**config.mk**
```make
export PLATFORM = sky130hd
export DESIGN_NAME = db_led_pwm_flat
export DESIGN_NICKNAME = d
export VERILOG_FILES = /design/src/rtl/db_led_pwm_pkg.sv /design/src/rtl/db_led_pwm_if.sv /design/src/rtl/db_led_pwm_tick.sv /design/src/rtl/db_led_pwm.sv /design/src/flat_wrapper.sv
export SDC_FILE = /design/constraint.sdc
export NUM_CORES = 1
export LEC_CHECK = 0
export ABC_AREA = 1
export CORE_UTILIZATION = 30
export DETAILED_ROUTE_END_ITERATION = 10
export GPL_ROUTABILITY_DRIVEN = 0
export PLACE_DENSITY = 0.5
export SYNTH_ARGS = -nofsm -noshare
export SYNTH_HDL_FRONTEND = slang
export SYNTH_SLANG_ARGS = --single-unit
```
**constraint.sdc**
```tcl
create_clock -name clk -period 1.7 [get_ports clk]
set_input_delay 0.255 -clock clk [delete_from_list [all_inputs] [get_ports clk]]
set_output_delay 0.255 -clock clk [all_outputs]
set_load 0.05 [all_outputs]
```
**src/rtl/db_led_pwm_pkg.sv**
```systemverilog
// Shared types and field positions for the LED configuration register.
// led_cfg_t mirrors the 32-bit register value from the bus slave:
//   [7:0] mask, [15:8] duty, [23:16] prescaler, [27:24] blink rate,
//   [30:28] reserved, [31] enable.
package db_led_pwm_pkg;

  localparam int unsigned CFG_W     = 32;
  localparam int unsigned MASK_LSB  = 0;
  localparam int unsigned DUTY_LSB  = 8;
  localparam int unsigned PRESC_LSB = 16;
  localparam int unsigned RATE_LSB  = 24;
  localparam int unsigned RSVD_LSB  = 28;
  localparam int unsigned EN_BIT    = 31;
  localparam int unsigned FIELD_W   = 8;
  localparam int unsigned RATE_W    = 4;

  localparam logic [FIELD_W-1:0] PWM_MAX = 8'hFF;

  typedef struct packed {
    logic              enable;
    logic [2:0]        rsvd;
    logic [RATE_W-1:0] rate;
    logic [7:0]        presc;
    logic [7:0]        duty;
    logic [7:0]        mask;
  } led_cfg_t;

endpackage

```
**src/rtl/db_led_pwm_if.sv**
```systemverilog
// LED PWM port bundle: configuration word in, LED drive and period pulse out.
//   cfg_i        : 32-bit register value from the bus slave
//   led_o        : NUM_LEDS LED drive (registered)
//   period_end_o : one-cycle pulse on PWM wrap (registered)
// master = register/bus side, slave = PWM block.
interface db_led_pwm_if #(
  parameter int unsigned NUM_LEDS = 8
);
  logic [31:0]         cfg_i;
  logic [NUM_LEDS-1:0] led_o;
  logic                period_end_o;

  modport master (output cfg_i, input led_o, input period_end_o);
  modport slave  (input cfg_i, output led_o, output period_end_o);
endinterface

```
**src/rtl/db_led_pwm_tick.sv**
```systemverilog
// Prescaler tick generator: tick fires when the count matches presc, then the
// count restarts, giving one tick every presc+1 clocks while run is high.
//   clk, rst (async, active-low), run, presc[7:0] in; tick out.
// tick is decoded from the count so the PWM counter advances on the same edge
// the prescaler restarts.
module db_led_pwm_tick (
  input  logic       clk,
  input  logic       rst,
  input  logic       run,
  input  logic [7:0] presc,
  output logic       tick
);

  logic [7:0] cnt;

  assign tick = run & (cnt == presc);

  always_ff @(posedge clk or negedge rst) begin
    if (!rst) begin
      cnt <= '0;
    end else if (!run || tick) begin
      cnt <= '0;
    end else begin
      cnt <= cnt + 8'd1;
    end
  end

endmodule

```
**src/rtl/db_led_pwm.sv**
```systemverilog
// LED brightness controller fed by the LED configuration register.
// An 8-bit PWM with prescaler drives NUM_LEDS outputs; configuration is
// shadowed and reloaded only on PWM wrap so the outputs never glitch.
// Ports: clk, rst (async, active-low), bus (db_led_pwm_if.slave: cfg_i in,
//        led_o / period_end_o out, both registered).
// Optional blinking is built when DB_LED_PWM_BLINK_EN is defined.
module db_led_pwm
  import db_led_pwm_pkg::*;
#(
  parameter int unsigned NUM_LEDS = 8,
  parameter int unsigned BLINK_W  = 16
) (
  input  logic           clk,
  input  logic           rst,
  db_led_pwm_if.slave    bus
);

  led_cfg_t            cfg;
  led_cfg_t            shd;
  logic [7:0]          pwm_cnt;
  logic                tick;
  logic                wrap;
  logic                pwm_on;
  logic                phase_eff;
  logic [NUM_LEDS-1:0] led_q;
  logic                period_end_q;

  assign cfg  = led_cfg_t'(bus.cfg_i);
  assign wrap = tick & (pwm_cnt == PWM_MAX);

  // Shadow: transparent while disabled, reload on wrap, disable is immediate.
  always_ff @(posedge clk or negedge rst) begin
    if (!rst) begin
      shd <= '0;
    end else if (!cfg.enable || !shd.enable || wrap) begin
      shd <= cfg;
    end
  end

  db_led_pwm_tick u_tick (
    .clk   (clk),
    .rst   (rst),
    .run   (shd.enable),
    .presc (shd.presc),
    .tick  (tick)
  );

  // PWM counter, modulo 256.
  always_ff @(posedge clk or negedge rst) begin
    if (!rst) begin
      pwm_cnt <= '0;
    end else if (!shd.enable) begin
      pwm_cnt <= '0;
    end else if (tick) begin
      pwm_cnt <= pwm_cnt + 8'd1;
    end
  end

`ifdef DB_LED_PWM_BLINK_EN
  logic [BLINK_W-1:0] blink_cnt;
  logic [BLINK_W-1:0] blink_lim;
  logic               phase;

  assign blink_lim = (BLINK_W'(1) << shd.rate) - BLINK_W'(1);
  // Rate 0 forces the phase on at once, even straight after a reload.
  assign phase_eff = phase | (shd.rate == 4'd0);

  // Blink counter counts period ends; phase toggles every 2^R periods.
  always_ff @(posedge clk or negedge rst) begin
    if (!rst) begin
      blink_cnt <= '0;
      phase     <= 1'b1;
    end else if (!shd.enable || (shd.rate == 4'd0)) begin
      blink_cnt <= '0;
      phase     <= 1'b1;
    end else if (wrap) begin
      if (blink_cnt == blink_lim) begin
        blink_cnt <= '0;
        phase     <= ~phase;
      end else begin
        blink_cnt <= blink_cnt + BLINK_W'(1);
      end
    end
  end
`else
  assign phase_eff = 1'b1;
  // Blink width only matters when blinking is built in.
  logic [BLINK_W-1:0] unused_blink_w;
  assign unused_blink_w = '0;
`endif

  assign pwm_on = shd.duty > pwm_cnt;

  // Output stage, one register after the counters.
  always_ff @(posedge clk or negedge rst) begin
    if (!rst) begin
      led_q        <= '0;
      period_end_q <= 1'b0;
    end else begin
      led_q        <= (shd.enable & pwm_on & phase_eff) ? shd.mask[NUM_LEDS-1:0] : '0;
      period_end_q <= wrap;
    end
  end

  assign bus.led_o        = led_q;
  assign bus.period_end_o = period_end_q;

  // Reserved/upper fields are carried in the shadow but not decoded here.
  logic unused_shd;
  assign unused_shd = ^shd;

endmodule

```
**src/flat_wrapper.sv**
```systemverilog
// flat-port wrapper written by rule: the top's interface ports become plain ports
module db_led_pwm_flat import db_led_pwm_pkg::*;
#(
  parameter int unsigned NUM_LEDS = 8,
  parameter int unsigned BLINK_W  = 16
)
  (clk, rst, bus_cfg_i, bus_led_o, bus_period_end_o);
  db_led_pwm_if #(.NUM_LEDS(NUM_LEDS)) bus_i ();
  input  logic clk;
  input  logic rst;
  input wire logic [$bits(bus_i.cfg_i)-1:0] bus_cfg_i;
  output wire logic [$bits(bus_i.led_o)-1:0] bus_led_o;
  output wire logic [$bits(bus_i.period_end_o)-1:0] bus_period_end_o;
  assign bus_i.cfg_i = bus_cfg_i;
  assign bus_led_o = bus_i.led_o;
  assign bus_period_end_o = bus_i.period_end_o;
  db_led_pwm #(.NUM_LEDS(NUM_LEDS), .BLINK_W(BLINK_W)) u_core (.clk(clk), .rst(rst), .bus(bus_i));
endmodule
```
==> results.txt, run 1 <==
Routing layer with the top usage in global route: met2. The detailed placer's ending HPWL was 3540 um; the H-tree depth was 2. The tools report the total negative slack as 0 ns. The worst slew slack as a fraction of its limit came out at 72.3%. By area the synthesized netlist is led by sky130_fd_sc_hd__dfrtp_1 52%, sky130_fd_sc_hd__nand2_1 14%, sky130_fd_sc_hd__nand3_1 6.6%. The share of the Yosys chip area taken by registers is 51.9%. The worst endpoint required time came out at 1.91 ns. The initialized floorplan defines 32 standard-cell rows. The biggest area contributor in the post-synthesis netlist is sky130_fd_sc_hd__dfrtp_1. The number of antenna violations at the first check in global routing came out at 0. Setup repair after global routing left no endpoint under its margin. Synthesis handed over a netlist of 288 instances. STA classifies the critical path endpoint as a flop. Before antenna repair, the detailed router went through 4 iterations. Overall fraction of global-route tracks in use: 13.0%. The power density of the placed cells works out to 760 nW/um^2.

The via count of the first global-routing pass came out at 1,920. In this run the static leakage power is 1.61 nW. After synthesis the cells add up to 2410 um^2.

The pin slew with the least headroom to its limit came out at 0.415 ns. The run finished with clean final reports. For this run, the post-layout net count is 387.

The die height is 91.7 um, and the DRC violation count after routing is 0. The startpoint of the worst-slack reg-to-reg timing path is u_core.pwm_cnt[1]. The tools report the largest net degree at the start of global routing as 36.

For this run, the leading register cell type out of synthesis is sky130_fd_sc_hd__dfrtp_1. The final layout contains routed wiring with a total length of 5190 um. In this run the deepest clock path goes through 2 buffers. Power comes to 2.49 mW. The final routed wire length divided by cell count was 11.6 um. The met1 usage was 16.8%; the maximum clock skew at final layout was 0.0126 ns.

Worst-path maximum fanout: 7. The post-synth net total is 332. The number of max-slew violations in the final report came out at 0. TritonCTS built the clock tree. The detailed router placed 1,942 vias in this run.

The share of layout cells above drive strength 1 was 18.9%; the final cell area excluding filler cells was 3270 um^2. The top cell type by area accounts for 51.9% of the synthesized area. Combinational logic is responsible for 16.8% of the overall power. The die outline area is 8400 um^2. Counting the buffers created by CTS gives 5. Buffers placed on the I/O ports in this run total 35. Area of the placeable core: 7770 um^2.

Using the TritonRoute via totals, the vias-per-cell ratio works out to 4.35. In this run the count of I/O pins placed on the die edge is 43. The number of cell instances on the worst register-to-register path is 10. For this run, asynchronously set or reset flops after synthesis account for 100%.

The commonest cells after synthesis are 89 x sky130_fd_sc_hd__nand2_1, 50 x sky130_fd_sc_hd__dfrtp_1, 34 x sky130_fd_sc_hd__inv_1. The switching power total was 698 uW. The min-delay analysis places its worst path in the category in -> async.

In the post-synthesis netlist, the cell with the most instances is sky130_fd_sc_hd__nand2_1. The count of flip-flops with a built-in enable after synthesis was 0; the number of nets still failing antenna checks after routing was 0. For this run, global-route usage on met2 was measured as 22.1%.

CTS saw 50 sinks. The clock period minus final worst setup slack is 1.60 ns, and the count of endpoints failing setup in the final report is 0. The synthesized netlist contains 26 unique library cells.

The worst register-to-register path ends at u_core.shd[3]. After global routing the overflow that remains totals 0. The first-pass GRT wire length is 8700 um, and the count of antenna diodes in the layout is 0. The internal power of the cells totals 1.79 mW.

The insertion delay of the later-clocked pin in the worst-skew pair is 0.31 ns. The synthesized area divided by synthesized cell count was 8.38 um^2. Global routing used 2.90% of the available met3 tracks. During synthesis, Yosys emitted a total of 0 warnings. The flip-flop and latch count after synthesis is 50, and the CTS clock-pin slew for the worst setup and hold paths is 0.10 ns. The tools report the startpoint type of the worst setup path as a flop. The total count of hold-check failures in the final report is 0.

For this run, the top clock speed supported by timing is 626 MHz. From synthesis to final layout, the design area changed by 35.5%. The tool flagged a number of max-cap violations equal to 0. The critical path start-end classification is reg -> reg.

The fraction of power spent switching nets is 28.1%. The register-to-register setup slack is 0.10 ns, and the sequential share of power is 52.9%. The cell sitting at the root of the clock tree is a sky130_fd_sc_hd__clkbuf_8.

For the cell area after placement, the log shows 2940 um^2. The tools report the starting utilization of the core area as 31.1%. The worst-case IR drop observed on VDD is 0.356 mV.

Overall die width: 91.7 um. The data arrival time of the critical path was 1.81 ns; the period utilization was 94.0%. The number of violations reported at the end of detailed-routing iteration 0 was 60; the clock share of power was 30.3%. Once layout is complete, the utilization of the core stands at 42.1%.
-- layout make-up --
type,count,area [um^2]
clock buffer,6,82.6
clock inverter,2,17.5
fill,804,4500
inverter,36,135
multi-input combinational,194,1100
sequential,50,1250
tap,102,128
timing repair buffer,56,553
-- cell families after synthesis --
logic type / after synthesis / synth area share (%)
adder cells (fa/ha/maj): 10 / 5.19
XOR/XNOR: 8 / 2.90
AND/OR/NAND/NOR: 155 / 27.9
buffers and inverters: 45 / 7.83
flip-flops: 50 / 51.9
AO/OA/AOI/OAI: 20 / 4.30
-- placed cells by master (no fill, tap or decap), drive strengths merged, types with 2 or more instances in the layout --
| master | n |
|---|---|
| nand2 | 91 |
| clkdlybuf4s50 | 25 |
| nor3b | 2 |
| xor2 | 5 |
| nor2 | 24 |
| buf | 29 |
| o21ai | 13 |
| nor3 | 3 |
| ha | 10 |
| xnor2 | 3 |
| inv | 36 |
| a21oi | 5 |
| clkinv | 2 |
| dfrtp | 50 |
| nand4 | 2 |
| nand3 | 32 |
| clkbuf | 7 |
-- registers in the layout, summed over array words and instances, names as in the netlist --
register	cells
u_core.shd	25
u_core.u_tick.cnt	8
u_core.bus.led_o	8
u_core.pwm_cnt	8
u_core.bus.period_end_o	1
-- critical path, cell delays in order (launching register included) --
cell                        delay, ns
sky130_fd_sc_hd__dfrtp_1         0.39
sky130_fd_sc_hd__ha_2            0.20
sky130_fd_sc_hd__nand2_2         0.07
sky130_fd_sc_hd__nor2_4          0.10
sky130_fd_sc_hd__nand2_2         0.08
sky130_fd_sc_hd__nor2_4          0.13
sky130_fd_sc_hd__nand4_4         0.09
sky130_fd_sc_hd__buf_12          0.17
sky130_fd_sc_hd__clkbuf_16       0.16
sky130_fd_sc_hd__nand3_1         0.07
sky130_fd_sc_hd__nand2_1         0.05
-- worst max-delay path by stage --
stage / cells after the start / slack, ns / endpoint / startpoint
final: 10 / 0.10 / u_core.shd[3] / u_core.pwm_cnt[1]
after global routing: 8 / 0.005 / u_core.bus.led_o[0] / u_core.pwm_cnt[2]
after CTS: 9 / 0.003 / u_core.shd[6] / u_core.pwm_cnt[1]
after detailed placement: 9 / 0.03 / u_core.shd[6] / u_core.pwm_cnt[1]
after global placement: 9 / 0.05 / u_core.shd[15] / u_core.pwm_cnt[1]
after floorplan: 7 / 0.14 / u_core.bus.led_o[0] / u_core.pwm_cnt[3]
-- metrics by stage --
step / std cells / worst slack (ns) / hold slack [ns]
final: 446 / 0.102 / 0.411
after global routing: 446 / 0.00499 / 0.417
after CTS: 439 / 0.00293 / 0.411
after detailed placement: 430 / 0.0343 / 0.219
after global placement: 430 / 0.0477 / 0.219
after floorplan: 288 / 0.141 / -0.0406
-- timing repair --
action | CTS | global route
setup buffers | 0 | 5
hold buffers | 1 | 0
gates resized for setup | 0 | 26
endpoints found under the hold margin | 15 | 0
endpoints found under the setup margin | 0 | 32
-- power by group through the flow --
| stage | registers [mW] | logic, mW | clock network, mW |
|---|---|---|---|
| 2_1_floorplan | 1.38 | 0.171 | 0 |
| 3_3_place_gp | 1.33 | 0.395 | 0 |
| 3_5_place_dp | 1.33 | 0.399 | 0 |
| 4_1_cts | 1.31 | 0.402 | 0.780 |
| 5_1_grt | 1.33 | 0.472 | 0.832 |
| 6_report | 1.32 | 0.416 | 0.754 |
-- layer usage --
layer,part of all wire (%),up-vias
met5,0,-
met1,50,903
li1,-,1009
met3,3.1,5
met4,0.81,0
met2,46,25
Power figures use the tool's default switching activity.
==> run 2, diff against run 1 <==
CAP_MARGIN = 20   (was default)
PLACE_DENSITY = default   (was 0.5)
PLACE_DENSITY_LB_ADDON = 0.3   (was default)
SETUP_SLACK_MARGIN = 0.02   (was default)
==> run 2 against run 1 <==
Non-clock buffer count fell by 4; die area is the same; clock power shrank 9.4%; sequential cell count unchanged; sequential power is essentially flat; wire length rose by 5.1%; critical endpoint is now u_core.shd[15]; critical path depth did not move; global-route usage is 0.38 points lower.
==> results.txt, run 2 (same netlist as run 1, synthesis figures left out) <==
Count of endpoints failing setup in the final report: 0 (unchanged). The average via count per standard cell came out at 4.49 (was 4.35). Launch point of the worst hold path: bus_cfg_i[31]. The run gives 27 (was 36) as the largest net degree at the start of global routing. For the maximum VDD drop, the log shows 0.354 mV (was 0.356 mV). The share of layout cells above drive strength 1 is 18.0% (was 18.9%). TritonCTS built the clock tree. The overall die width works out to 91.7 um (unchanged). The critical path's largest stage delay is 0.39 ns (about the same), and the total negative slack is 0 ns (unchanged). The period utilization is 95.8% (was 94.0%). The row count is 32 (unchanged), and the smallest hold slack is 0.438 ns (was 0.411 ns).

The data arrival time of the critical path is 1.84 ns (was 1.81 ns), and the clock share of power is 28.4% (was 30.3%). For the final cell count without fillers, the log shows 441 (was 446). Count of antenna diodes in the layout: 0 (unchanged).

The logs give 1.73 mW (was 1.79 mW) for the internal cell power and 0 (unchanged) for the total count of hold-check failures in the final report. The die height was 91.7 um (unchanged). Switching power total: 683 uW (was 698 uW). The run gives 1,900 (was 1,920) as the via count of the first global-routing pass. The run gives 614 MHz (was 626 MHz) as the fmax. The routed wire length came out at 5450 um (was 5190 um). The worst-path maximum fanout is 7 (unchanged). Most common library cell in the layout ignoring fill and taps: sky130_fd_sc_hd__nand2_1 (unchanged). The number of antenna violations at the first check in global routing was 0 (unchanged); the sequential share of power was 54.6% (was 52.9%). The number of max-slew violations in the final report was 0 (unchanged); the cell area after placement was 2910 um^2 (was 2940 um^2). The flow ran to the end, and the final reports show no timing, DRC or antenna violations.

The area overhead of the layout relative to synthesis is 34.4% (was 35.5%), and the number of violations reported at the end of detailed-routing iteration 0 is 55 (was 60). The area of the placeable core was 7770 um^2 (unchanged); the final routed wire length divided by cell count was 12.4 um (was 11.6 um). The total placed cells including tap cells is 425 (was 430).

The max-capacitance violation count is 0 (unchanged). The logs give 1,978 (was 1,942) for the routed via count and 0 (unchanged) for the number of nets still failing antenna checks after routing. The first-pass GRT wire length came out at 8390 um (was 8700 um). The clock period minus final worst setup slack was 1.63 ns (was 1.60 ns); the number of flip-flops under the largest register name was 25 (unchanged). For the final cell area excluding filler cells, the log shows 3240 um^2 (was 3270 um^2).

For the leakage power total, the log shows 1.60 nW (was 1.61 nW). The fraction of power spent switching nets came out at 28.4% (was 28.1%). For the detailed placer's ending HPWL, the log shows 3460 um (was 3540 um).

By instance count, the cell type seen most on the critical path is sky130_fd_sc_hd__nor2_4. The tools report the category of the worst setup path capture point as a flop (unchanged). Register with the most flip-flops: u_core.shd (unchanged). The master cell of the clock root buffer was sky130_fd_sc_hd__clkbuf_8 (unchanged).

The clock sink count came out at 50 (unchanged). The power density of the placed cells is 743 nW/um^2 (was 760 nW/um^2). The origin of the worst setup path was u_core.pwm_cnt[1] (unchanged). The overall fraction of global-route tracks in use was 12.6% (was 13.0%); the combinational share of power was 17.0% (was 16.8%). The logs give 2 (unchanged) for the largest buffer count on any clock path and 1250 um^2 (about the same) for the area of all sequential standard cells. Setup repair after global routing could not meet its margin everywhere. The type of the worst min-delay path was in -> reg (was in -> async). The number of port buffers was 35 (unchanged). The highest-delay cell along the critical path was sky130_fd_sc_hd__dfrtp_1 (unchanged). The pin slew with the least headroom to its limit came out at 0.588 ns (was 0.415 ns). The worst setup margin was 0.0716 ns (was 0.102 ns); the final-stage net count was 383 (was 387). For the worst slew slack as a fraction of its limit, the log shows 60.8% (was 72.3%).

The startpoint type of the worst setup path was a flop (unchanged). The DRC violation count after routing is 0 (unchanged), and the pre-CTS setup slack is 0.0405 ns (was 0.0343 ns). For the worst endpoint required time, the log shows 1.91 ns (about the same).

The starting utilization of the core area was 31.1% (unchanged); the CTS clock-pin slew for the worst setup and hold paths was 0.09 ns (was 0.10 ns). The critical path start-end classification is reg -> reg (unchanged). The logs give 0 (unchanged) for the residual overflow from global routing and 43 (unchanged) for the boundary pin count. The tools report the startpoint of the worst-slack reg-to-reg timing path as u_core.pwm_cnt[1] (unchanged). For the first-pass detailed-route iteration total, the log shows 4 (unchanged). Number of buffers inserted during clock tree synthesis: 5 (unchanged). The logs give 803 (was 804) for the final-layout fill cell count and 0.30 ns (was 0.31 ns) for the insertion delay of the later-clocked pin in the worst-skew pair.

The die outline area is 8400 um^2 (unchanged), and the area of combinational cells with multiple inputs is 1090 um^2 (was 1100 um^2). Cell-by-cell trace of the critical path: ha_2 -> nand2_4 -> nor2_4 -> nand2_2 -> nor2_4 -> nand4_4 -> buf_12 -> clkbuf_16 -> nand3_2 -> nand2_1 (was ha_2 -> nand2_2 -> nor2_4 -> nand2_2 -> nor2_4 -> nand4_4 -> buf_12 -> clkbuf_16 -> nand3_1 -> nand2_1). Commonest non-fill, non-tap cells in the layout: 86 x sky130_fd_sc_hd__nand2_1, 49 x sky130_fd_sc_hd__dfrtp_1, 34 x sky130_fd_sc_hd__inv_1 (was 86 x sky130_fd_sc_hd__nand2_1, 50 x sky130_fd_sc_hd__dfrtp_1, 34 x sky130_fd_sc_hd__inv_1). The run gives 0.00695 ns (was 0.0126 ns) as the maximum clock skew at final layout. For the H-tree depth, the log shows 2 (unchanged).
## run 2: routing by layer
layer | GRT usage (%) | routed length [um] | up-vias
li1 | - | - | 999
met1 | 15.7 | 2380 | 936
met2 | 21.9 | 2810 | 38
met3 | 2.16 | 210 | 5
met4 | 4.76 | 60 | 0
met5 | 0 | 0 | -
## run 2: final cells by class
class | count | share of cell area [%]
Clock buffer | 5 | 2.12
Tap cell | 102 | 3.94
Multi-Input combinational cell | 194 | 33.8
Sequential cell | 50 | 38.6
Clock inverter | 2 | 0.463
Inverter | 36 | 4.17
Timing Repair Buffer | 52 | 16.9
## run 2: stage by stage
step | util [%] | power (mW)
5_1_grt | 41.8 | 2.52
3_3_place_gp | 37.5 | 1.72
2_1_floorplan | - | 1.55
4_1_cts | 38.7 | 2.41
3_5_place_dp | 37.5 | 1.73
6_report | 41.8 | 2.41
## run 2: path summary, 6_finish.rpt
kind	end	slack, ns	cells past startpoint
min in group asynchronous	u_core.shd[3]	0.49	2
min reg2reg	u_core.bus.led_o[0]	0.50	2
max	u_core.shd[15]	0.07	10
max in group asynchronous	u_core.shd[17]	0.66	3
min	u_core.shd[31]	0.44	1
max reg2reg	u_core.shd[15]	0.07	10
## run 2: power by group through the flow
stage          logic, mW  clock network (mW)  registers (mW)
6_report           0.409               0.683            1.32
5_1_grt            0.458               0.741            1.32
4_1_cts            0.394               0.704            1.31
3_5_place_dp       0.391                   0            1.33
3_3_place_gp       0.384                   0            1.33
2_1_floorplan      0.171                   0            1.38
## run 2: critical path, delay by kind of cell (launching register included)
family / cells / cell delay (ns)
buffers and inverters: 2 / 0.34
flip-flops: 1 / 0.39
adder cells (fa/ha/maj): 1 / 0.23
AND/OR/NAND/NOR: 7 / 0.56
## run 2: timing repair
action                                 CTS  global route
endpoints found under the hold margin   24             0
setup buffers                            0             4
hold buffers                             1             0
resized for setup                        0            26
setup endpoints to repair                0            43
